[config.mk]
export PLATFORM = sky130hd
export DESIGN_NAME = sms_trigger_binary_bank
export DESIGN_NICKNAME = d
export VERILOG_FILES = /design/src/rtl/sms_trigger_binary_bank_pkg.sv /design/src/rtl/sms_trigger_binary_bank_stage.sv /design/src/rtl/sms_trigger_binary_bank.sv
export SDC_FILE = /design/constraint.sdc
export NUM_CORES = 1
export LEC_CHECK = 0
export CORE_MARGIN = 1
export CORE_UTILIZATION = 58
export CTS_CLUSTER_DIAMETER = 100
export DETAILED_ROUTE_END_ITERATION = 8
export DONT_BUFFER_PORTS = 1
export PLACE_DENSITY = 0.81
export SKIP_LAST_GASP = 1
export SLEW_MARGIN = 20
export SYNTH_ARGS = -nofsm -noshare
export SYNTH_HDL_FRONTEND = slang
export SYNTH_HIERARCHICAL = 1
export SYNTH_SLANG_ARGS = --single-unit
export TNS_END_PERCENT = 30
[constraint.sdc]
create_clock -name clk -period 3 [get_ports clk]
set_input_delay 0.6 -clock clk [delete_from_list [all_inputs] [get_ports clk]]
set_output_delay 0.6 -clock clk [all_outputs]
set_load 0.05 [all_outputs]
[src/rtl/sms_trigger_binary_bank_pkg.sv]
// Shared definitions for the SDTRL trigger binary bank: default geometry and
// the per-stage next-state source priority.
package sms_trigger_binary_bank_pkg;

   localparam int unsigned DEF_WIDTH = 4;

   // Next-state sources in descending priority order.
   typedef enum logic [2:0] {
      SRC_DC_R  = 3'd0,
      SRC_DC_L  = 3'd1,
      SRC_GATED = 3'd2,
      SRC_TOG   = 3'd3,
      SRC_BASE  = 3'd4
   } src_e;

   function automatic src_e stage_src(input logic dc_r, input logic dc_l,
                                      input logic gated, input logic tog);
      src_e src;
      if (dc_r)       src = SRC_DC_R;
      else if (dc_l)  src = SRC_DC_L;
      else if (gated) src = SRC_GATED;
      else if (tog)   src = SRC_TOG;
      else            src = SRC_BASE;
      return src;
   endfunction

endpackage

[src/rtl/sms_trigger_binary_bank_stage.sv]
// One trigger binary: rising-edge detect on the three AC inputs, gating against
// the current state, and the DC-reset / AC / base-bit priority mux.
module sms_trigger_stage
   import sms_trigger_binary_bank_pkg::*;
#(
   parameter logic RESET_BIT = 1'b1
) (
   input  logic clk,
   input  logic rst_n,
   input  logic ac_set_l,
   input  logic gate_l,
   input  logic ac_set_r,
   input  logic gate_r,
   input  logic ac_comp,
   input  logic gate_comp,
   input  logic dc_reset_l,
   input  logic dc_reset_r,
   input  logic base_bit,
   output logic q
);

   logic q_q, q_d;
   logic set_l_prev_q, set_r_prev_q, comp_prev_q;
   logic clr_ev, set_ev, tog_ev;

   assign clr_ev = ac_set_l & ~set_l_prev_q & gate_l & q_q;
   assign set_ev = ac_set_r & ~set_r_prev_q & gate_r & ~q_q;
   assign tog_ev = ac_comp  & ~comp_prev_q  & gate_comp;

   always_comb begin
      q_d = base_bit;
      // clr and set are mutually exclusive by q_q, so set_ev alone is the target.
      unique case (stage_src(dc_reset_r, dc_reset_l, clr_ev | set_ev, tog_ev))
         SRC_DC_R:  q_d = 1'b0;
         SRC_DC_L:  q_d = 1'b1;
         SRC_GATED: q_d = set_ev;
         SRC_TOG:   q_d = ~q_q;
         default:   q_d = base_bit;
      endcase
   end

   // History loads high on reset so inputs held high across release are not edges.
   always_ff @(posedge clk) begin
      if (!rst_n) begin
         q_q          <= RESET_BIT;
         set_l_prev_q <= 1'b1;
         set_r_prev_q <= 1'b1;
         comp_prev_q  <= 1'b1;
      end else begin
         q_q          <= q_d;
         set_l_prev_q <= ac_set_l;
         set_r_prev_q <= ac_set_r;
         comp_prev_q  <= ac_comp;
      end
   end

   assign q = q_q;

endmodule

[src/rtl/sms_trigger_binary_bank.sv]
// N-stage bank of trigger binaries; optionally chained as a binary counter
// advanced by rising edges of count_in, with a one-cycle wrap carry.
module sms_trigger_binary_bank
   import sms_trigger_binary_bank_pkg::*;
#(
   parameter int unsigned          WIDTH     = DEF_WIDTH,
   parameter int unsigned          CHAIN     = 1,
   parameter logic [WIDTH-1:0]     RESET_VAL = {WIDTH{1'b1}}
) (
   input  logic             clk,
   input  logic             rst_n,
   input  logic [WIDTH-1:0] ac_set_l,
   input  logic [WIDTH-1:0] gate_l,
   input  logic [WIDTH-1:0] ac_set_r,
   input  logic [WIDTH-1:0] gate_r,
   input  logic [WIDTH-1:0] ac_comp,
   input  logic [WIDTH-1:0] gate_comp,
   input  logic [WIDTH-1:0] dc_reset_l,
   input  logic [WIDTH-1:0] dc_reset_r,
   input  logic             count_in,
   output logic [WIDTH-1:0] q,
   output logic [WIDTH-1:0] q_n,
   output logic             carry_out
);

   logic             chain_en;
   logic             count_prev_q;
   logic             carry_q, carry_d;
   logic             cnt_ev;
   logic [WIDTH-1:0] base;

   assign chain_en = (CHAIN != 0);
   assign cnt_ev   = chain_en & count_in & ~count_prev_q;
   assign base     = cnt_ev ? q + WIDTH'(1) : q;
   // Carry is judged on the pre-override state, so DC/AC overrides never mask it.
   assign carry_d  = cnt_ev & (&q);

   always_ff @(posedge clk) begin
      if (!rst_n) begin
         count_prev_q <= 1'b1;
         carry_q      <= 1'b0;
      end else begin
         count_prev_q <= count_in;
         carry_q      <= carry_d;
      end
   end

   generate
      for (genvar gi = 0; gi < WIDTH; gi++) begin : g_stage
         sms_trigger_stage #(
            .RESET_BIT (RESET_VAL[gi])
         ) u_stage (
            .clk        (clk),
            .rst_n      (rst_n),
            .ac_set_l   (ac_set_l[gi]),
            .gate_l     (gate_l[gi]),
            .ac_set_r   (ac_set_r[gi]),
            .gate_r     (gate_r[gi]),
            .ac_comp    (ac_comp[gi]),
            .gate_comp  (gate_comp[gi]),
            .dc_reset_l (dc_reset_l[gi]),
            .dc_reset_r (dc_reset_r[gi]),
            .base_bit   (base[gi]),
            .q          (q[gi])
         );
      end
   endgenerate

   assign q_n       = ~q;
   assign carry_out = carry_q;

endmodule
=== Word level (Yosys, flattened, before mapping) ===
Index checks and enable logic that the tools add are counted.

* Bits in registers: 18
* Bits of input ports: 35

* Add/sub/neg operators: 1
* Eq/ne operators: 12
* Muxes and demuxes: 21
* Bitwise gates (word level): 56
* Reduce and logical (&&, ||, !) cells: 9

{| class="wikitable"
|+ Operators with widths
! kind !! number
|-
| 2-to-1 mux 3 bit || 16
|-
| bitwise AND 1 bit || 34
|-
| equality test 3 x 2 -> 1 bit (second input constant) || 8
|-
| nonzero test 5 bit || 4
|-
| inverter 1 bit || 17
|-
| case mux 1 bit (4 select lines) || 4
|-
| equality test 3 x 1 -> 1 bit (second input constant) || 4
|-
| logical NOT 3 bit || 4
|-
| adder 4 x 1 -> 4 bit (second input constant) || 1
|-
| 2-to-1 mux 4 bit || 1
|-
| inverter 4 bit || 1
|-
| OR 1 bit || 4
|-
| AND reduction 4 bit || 1
|}

=== Longest topological paths before layout ===
Gate-level depths: netlist of run 1.

* Depth in word-level cells: 10
* Gate-level depth with buffers: 5

=== By module ===
Netlist of run 1, hierarchy kept.

{| class="wikitable"
|+ By module, submodules not included
! module !! instances !! cells an instance !! area an instance (µm²) !! seq. area each (µm²)
|-
| sms_trigger_stage || 4 || 14 || 166.4 || 80.1
|-
| sms_trigger_binary_bank || 1 || 18 || 141.4 || 40.0
|}

=== Least setup slack after synthesis of run 1 ===
No wires, ideal clock.

* Kind: reg-to-reg
* Start: register g_stage[0].u_stage.q_q
* End: register g_stage[0].u_stage.q_q
* Data arrival time: 1.676 ns
* Setup slack: 1.196 ns
* Stages on the path, launching flop included: 5
* Path through: dfxtp_1 -> inv_1 -> xnor2_1 -> nor4b_2 -> a221oi_2

* Elaborated cells between the ends (all ways): 15
* Classes of those cells: 1 x add/sub; 3 x eq/ne; 5 x mux; 4 x bitwise; 2 x reduce/logical

{| class="wikitable"
|+ RTL lines
! element !! RTL line !! RTL
|-
| from (decl) || sms_trigger_binary_bank_stage.sv:22 || <nowiki>logic q_q, q_d;</nowiki>
|-
| from (signal assigned) || sms_trigger_binary_bank_stage.sv:50 || <nowiki>q_q <= q_d;</nowiki>
|-
| adder 4 x 1 -> 4 bit || sms_trigger_binary_bank.sv:34 || <nowiki>assign base = cnt_ev ? q + WIDTH'(1) : q;</nowiki>
|-
| 2-to-1 mux 4 bit || sms_trigger_binary_bank.sv:34 ||
|-
| net base[0] || sms_trigger_binary_bank.sv:30 || <nowiki>logic [WIDTH-1:0] base;</nowiki>
|-
| case mux 1 bit (4 select lines) || sms_trigger_binary_bank_stage.sv:33 || <nowiki>unique case (stage_src(dc_reset_r, dc_reset_l, clr_ev | set_ev, tog_ev))</nowiki>
|}

The timed path passes the listed nets, and every way through them passes these cells. The select of a mux whose other input is x is not followed.
A chain may end at the register's enable or synchronous reset.

=== Worst setup path in the final report of run 1 ===
* Start: register g_stage[3].u_stage.q_q
* End: output port q_n[3]

* Longest elaborated chain between the ends: 1

{| class="wikitable"
|+ Ends and longest elaborated chain
! element !! RTL line !! RTL
|-
| from (decl) || sms_trigger_binary_bank_stage.sv:22 ||
|-
| from (signal assigned) || sms_trigger_binary_bank_stage.sv:50 ||
|-
| inverter 4 bit || sms_trigger_binary_bank.sv:69 || <nowiki>assign q_n = ~q;</nowiki>
|-
| to (decl) || sms_trigger_binary_bank.sv:22 || <nowiki>output logic [WIDTH-1:0] q_n,</nowiki>
|}

Every way passes these cells.

==> impl_results.md, run 1 <==
* Num rows at 13
* DRT antenna net count at 0
* Cells after DPL at 89
* Final non-filler cell total at 93
* Kind of start point of the critical path: register
* Share of the synthesized area in the top cell type at 44.65%
* Hold depth at 1
* Nets at 115
* Min cycle time layout at 2.042 ns
* Hold EP: g_stage[3].u_stage/set_r_prev_q
* Synthesis Warnings at 6
* Worst hold start: rst_n
* Share of post-route cells with drive strength above 1 at 16.67%
* Reg-to-reg startpoint: g_stage[0].u_stage/q
* Worst-Margin Slew at 0.6448 ns
* Pwr Density at 591.5 nW/um^2
* Width of the die at 39.30 um
* Worst-Skew Late Latency at 0.29 ns
* Core area at 1301 um^2
* CP cell instances: inv_1
* Syn Inst Count at 74
* Leading area contributor after synthesis: dfxtp_1
* Maximum VDD drop at 0.3136 mV
* Vias in the first global route at 480
* Grt total ovfl at 0
* R2R Path End: g_stage[0].u_stage/q
* Worst setup path start: g_stage[3].u_stage/q
* Initial Util at 62.02%
* Mapped Area at 807.0 um^2
* Slew Viols, Final at 0
* Sequential fraction of the synthesis area at 44.65%
* H-tree levels at 1
* Max-Cap Viols at 0
* Crit path kind: register to output port
* Final count of hold timing violations at 0
* DRC errors left at 0
* Hold Path Class: input port to register
* Largest net degree at the start of global routing at 27
* Fmax at 0.4898 GHz
* Port bufs at 0
* Final Wtd Congestion at 0.6431
* Outcome: finished clean
* RSZ-0062 raised after global routing: no
* Tcrit/Tclk final at 68.05%
* Initial drt markers at 4
* Hold_buf cts at 0
* First-pass GRT wire length at 1.918 mm
* Overall fraction of global-route tracks in use at 18.94%
* Slew HR at 56.96%
* Commonest register cell after synthesis: dfxtp_1
* I/O pin cnt at 44
* Initial antenna violation count at 0
* Syn Area/Cell at 10.91 um^2
* FF+latch count, synth at 18
* Root Buffer: clkbuf_4
* Post-synthesis cell type count at 16
* CP bufs+invs at 1
* Post-CTS Setup Repair Bufs at 0
* Half-perimeter wire length after detailed placement at 1.004 mm
* # diodes at 0
* DR vias at 559
* Vias per inst at 6.011
* CP required at 2.40 ns
* Setup-failing EPs final at 0
* Largest delay contributor family on the critical path: flip-flops
* Leak at 0.3294 nW
* Max stage delay on crit path at 0.75 ns
* Top-count cell post-synth: dfxtp_1
* Worst R2R Setup Slack at 1.05 ns
* EDFF count, synth at 0
* Routed wire length at 1.357 mm
* Tot Pwr at 0.5099 mW
* Largest cells by area after synthesis: dfxtp_1, nand3b_1, nand2b_1, a221oi_2, nor4b_2
* CP max stage cell: dfxtp_1
* DIE AREA at 1544 um^2
* Crit end category: output port
* DR WL/cell at 14.59 um
* Skew final at 0.005594 ns
* P&R area growth vs syn at 6.822%
* Most frequent cells after synthesis: dfxtp_1, nand2b_1, nand3b_1
* Synth async-reset ratio at 0%
* Reg2reg path depth at 4
* TritonRoute pass-1 iters at 2
* Crit path max fanout at 5
* Crit path DAT at 1.44 ns
* Die height at 39.30 um
* Clock transition at path regs at 0.10 ns
* # resized after CTS at 0
* Setup TNS at 0 ns
* TritonCTS Sinks at 18
* TritonCTS clock tree: built
* CTS Buf Count at 3
* Clk buf depth at 2
* Syn nets at 110
-- final cells by class --
cell class / instances / area (um^2)
flip-flops and latches: 18 / 360.3
multi-input cells: 52 / 431.7
fillers: 113 / 439.2
inverters: 4 / 15.01
well taps: 15 / 18.77
clock buffers: 4 / 36.28
-- through the flow --
stage	hold slack (ns)	cell area (um^2)	worst slack (ns)	utilization [%]
2_1_floorplan	0.5086	807.0	1.196	-
3_3_place_gp	0.5217	825.8	1.123	63.46
3_5_place_dp	0.5348	825.8	1.078	63.46
4_1_cts	0.3693	862.1	0.9397	66.25
5_1_grt	0.3625	862.1	0.8770	66.25
6_report	0.3767	862.1	0.9584	66.25
-- cells in the final DEF, fill, tap and decap left out, drive strengths merged --
| cell | Yosys | layout |
|---|---|---|
| nand4 | 1 | 1 |
| nor2 | 1 | 1 |
| o21ai | 1 | 1 |
| xnor2 | 3 | 3 |
| nor2b | 1 | 1 |
| a221oi | 4 | 4 |
| dfxtp | 18 | 18 |
| ha | 1 | 1 |
| nand3b | 12 | 12 |
| inv | 4 | 4 |
| nand3 | 1 | 1 |
| a31oi | 4 | 4 |
| nand2 | 2 | 2 |
| clkbuf | 0 | 4 |
| nor4b | 4 | 4 |
| and3b | 4 | 4 |
| nand2b | 13 | 13 |
-- report_power, final --
part           switching [mW]  internal (mW)  leakage (nW)  total [mW]
clock                  0.0723         0.0739        0.0210       0.146
sequential             0.0363          0.255         0.150       0.291
combinational          0.0434         0.0291         0.158      0.0726
total                   0.152          0.358         0.329       0.510
-- logic make-up (layout without fill, tap and decap cells) --
| logic type | Yosys count | count (layout) | synth area share, % |
|---|---|---|---|
| compound gates | 9 | 9 | 11.16 |
| simple gates | 39 | 39 | 37.52 |
| flops | 18 | 18 | 44.65 |
| xor+xnor | 3 | 3 | 3.256 |
| fa+ha+maj | 1 | 1 | 1.550 |
| buf+inv | 4 | 8 | 1.860 |
-- metal layers --
metal  track usage, %  wire length (um)  up-vias
met1            21.63               591      251
met5                0                 0        -
met2            30.83               633       31
met3            4.545               118        2
met4            12.93                14        0
li1                 -                 -      275
-- sequential cells by signal, indices dropped and copies added, names as in the netlist --
name,flops
carry_out,1
count_prev_q,1
g_stage.u_stage/comp_prev_q,4
g_stage.u_stage/q,4
g_stage.u_stage/set_l_prev_q,4
g_stage.u_stage/set_r_prev_q,4
-- how the worst max path moves through the flow --
| stage | cells after the start | endpoint | slack [ns] |
|---|---|---|---|
| 6_report | 1 | q_n[3] | 0.96 |
| 5_1_grt | 1 | q_n[2] | 0.88 |
| 4_1_cts | 1 | q_n[2] | 0.94 |
| 3_5_place_dp | 4 | g_stage[0].u_stage/q | 1.08 |
| 3_3_place_gp | 4 | g_stage[0].u_stage/q | 1.12 |
| 2_1_floorplan | 4 | g_stage[0].u_stage/q | 1.20 |
(Power assumes the default switching activity.)
==> inputs of run 2 (changes only) <==
--- a/config.mk
+++ b/config.mk
@@ -6,11 +6,11 @@
 export NUM_CORES = 1
 export LEC_CHECK = 0
 export CORE_MARGIN = 1
-export CORE_UTILIZATION = 58
+export CORE_UTILIZATION = 53
 export CTS_CLUSTER_DIAMETER = 100
 export DETAILED_ROUTE_END_ITERATION = 8
 export DONT_BUFFER_PORTS = 1
-export PLACE_DENSITY = 0.81
+export PLACE_DENSITY = 0.78
 export SKIP_LAST_GASP = 1
 export SLEW_MARGIN = 20
 export SYNTH_ARGS = -nofsm -noshare
==> constraint.sdc (replaced) <==
create_clock -name clk -period 1.7 [get_ports clk]
set_input_delay 0.34 -clock clk [delete_from_list [all_inputs] [get_ports clk]]
set_output_delay 0.34 -clock clk [all_outputs]
set_load 0.05 [all_outputs]
==> run 2 against run 1 <==
Effect of this change:
- sequential share of layout area down 2.6 points
- core utilization up 1.3 points
- worst hold slack lost 0.25 ns
- clock power is 71% higher
- die area increased by 8.9%
- total power up 82%
- global-route usage shrank 0.39 points
- non-clock buffer count increased by 8
- critical path depth increased by 2
- clock skew decreased by 0.0041 ns
- flip-flop and latch count did not move
- critical endpoint is now q_n[0]
- largest cell class unchanged
- highest routed layer is now met3
==> impl_results.md, run 2 (same netlist as run 1, synthesis figures left out) <==
* DR WL/cell at 13.82 um
* P&R area growth vs syn at 14.42%
* Clk buf depth at 2
* Slew HR at 68.54%
* Most frequent cells in the layout: dfxtp_1, nand2b_1, nand3b_1, buf_4
* Initial antenna violation count at 0
* Area of the multi-input gates at 431.7 um^2
* Root Buffer: clkbuf_4
* I/O pin cnt at 44
* Routed wire length at 1.396 mm
* TritonCTS clock tree: built
* Place WS at 0.3676 ns
* TritonRoute pass-1 iters at 4
* Hold_buf cts at 0
* Maximum VDD drop at 0.8136 mV
* CTS Buf Count at 3
* # resized after CTS at 0
* Worst-Margin Slew at 0.4713 ns
* Vias per inst at 5.842
* Sequential Area at 361.6 um^2
* Share of post-route cells with drive strength above 1 at 25.58%
* H-tree levels at 1
* Port bufs at 0
* Crit path max fanout at 4
* Crit path kind: register to output port
* Setup-failing EPs final at 0
* Filler cell count at 124
* Post-CTS Setup Repair Bufs at 0
* Setup ws final at 0.2389 ns
* CP required at 1.36 ns
* First-pass GRT wire length at 2.021 mm
* DR vias at 590
* Most common library cell in the layout ignoring fill and taps: dfxtp_1
* Clock transition at path regs at 0.09 ns
* Worst-Skew Late Latency at 0.28 ns
* Initial Util at 59.07%
* Crit end category: output port
* Tcrit/Tclk final at 85.95%
* Outcome: finished clean
* Grt total ovfl at 0
* Initial drt markers at 6
* Max-Cap Viols at 0
* DIE AREA at 1683 um^2
* Kind of start point of the critical path: register
* Leak at 0.3677 nW
* Pwr Density at 1002 nW/um^2
* Nets at 123
* Final count of hold timing violations at 0
* DRC errors left at 0
* Num rows at 13
* Crit path DAT at 1.12 ns
* Width of the die at 41.02 um
* Half-perimeter wire length after detailed placement at 1.090 mm
* Final Wtd Congestion at 0.6613
* Vias in the first global route at 564
* Slew Viols, Final at 0
* Worst hold slack at 0.1234 ns
* Hold Path Class: input port to register
* Fmax at 0.6844 GHz
* # diodes at 0
* RSZ-0062 raised after global routing: no
* Overall fraction of global-route tracks in use at 18.55%
* DRT antenna net count at 0
* TritonCTS Sinks at 18
* Skew final at 0.001470 ns
* Die height at 41.02 um
* Core area at 1366 um^2
* Largest net degree at the start of global routing at 27
* Min cycle time layout at 1.461 ns
run 2: per-stage QoR:
| stage | std cells | TNS, ns | total power, mW | instance area, um^2 | util [%] |
|---|---|---|---|---|---|
| 3_3_place_gp | 97 | 0 | 0.6837 | 887.1 | 64.93 |
| 3_5_place_dp | 97 | 0 | 0.6877 | 887.1 | 64.93 |
| 4_1_cts | 101 | 0 | 0.9393 | 923.4 | 67.58 |
| 6_report | 101 | 0 | 0.9256 | 923.4 | 67.58 |
| 5_1_grt | 101 | 0 | 0.9800 | 923.4 | 67.58 |
| 2_1_floorplan | 74 | -0.06290 | 0.6377 | 808.3 | - |
run 2: where the power goes:
| part | switching [mW] | internal [mW] | total, mW |
|---|---|---|---|
| logic | 0.127 | 0.0801 | 0.207 |
| clock network | 0.119 | 0.130 | 0.249 |
| registers | 0.0190 | 0.450 | 0.469 |
run 2: area by class of cell:
| cell class | count | area share (%) |
|---|---|---|
| clock buffers | 4 | 3.930 |
| inverters | 4 | 1.626 |
| well taps | 15 | 2.033 |
| multi-input cells | 52 | 46.75 |
| flip-flops and latches | 18 | 39.16 |
| repair buffers | 8 | 6.504 |
run 2: worst max-delay path: stages, from the launching register on:
cell	delay, ns
dfxtp_2	0.34
buf_4	0.21
inv_1	0.09
buf_4	0.20
run 2: worst paths after layout:
path / end / cells past startpoint / from / slack [ns]
setup / recovery: q_n[0] / 3 / g_stage[0].u_stage/q / 0.24
hold / removal: g_stage[0].u_stage/set_r_prev_q / 1 / rst_n / 0.12
setup reg to reg: g_stage[0].u_stage/q / 5 / g_stage[0].u_stage/q / 0.36
hold reg to reg: carry_out / 2 / g_stage[3].u_stage/q / 0.53
run 2: metal layers:
metal | wire length, um | track usage, % | vias up | part of all wire, %
met5 | 0 | 0 | - | 0
met3 | 137 | 10.87 | 0 | 9.8
li1 | - | - | 292 | -
met4 | 0 | 4.167 | 0 | 0
met1 | 579 | 19.67 | 267 | 41
met2 | 679 | 31.25 | 31 | 49
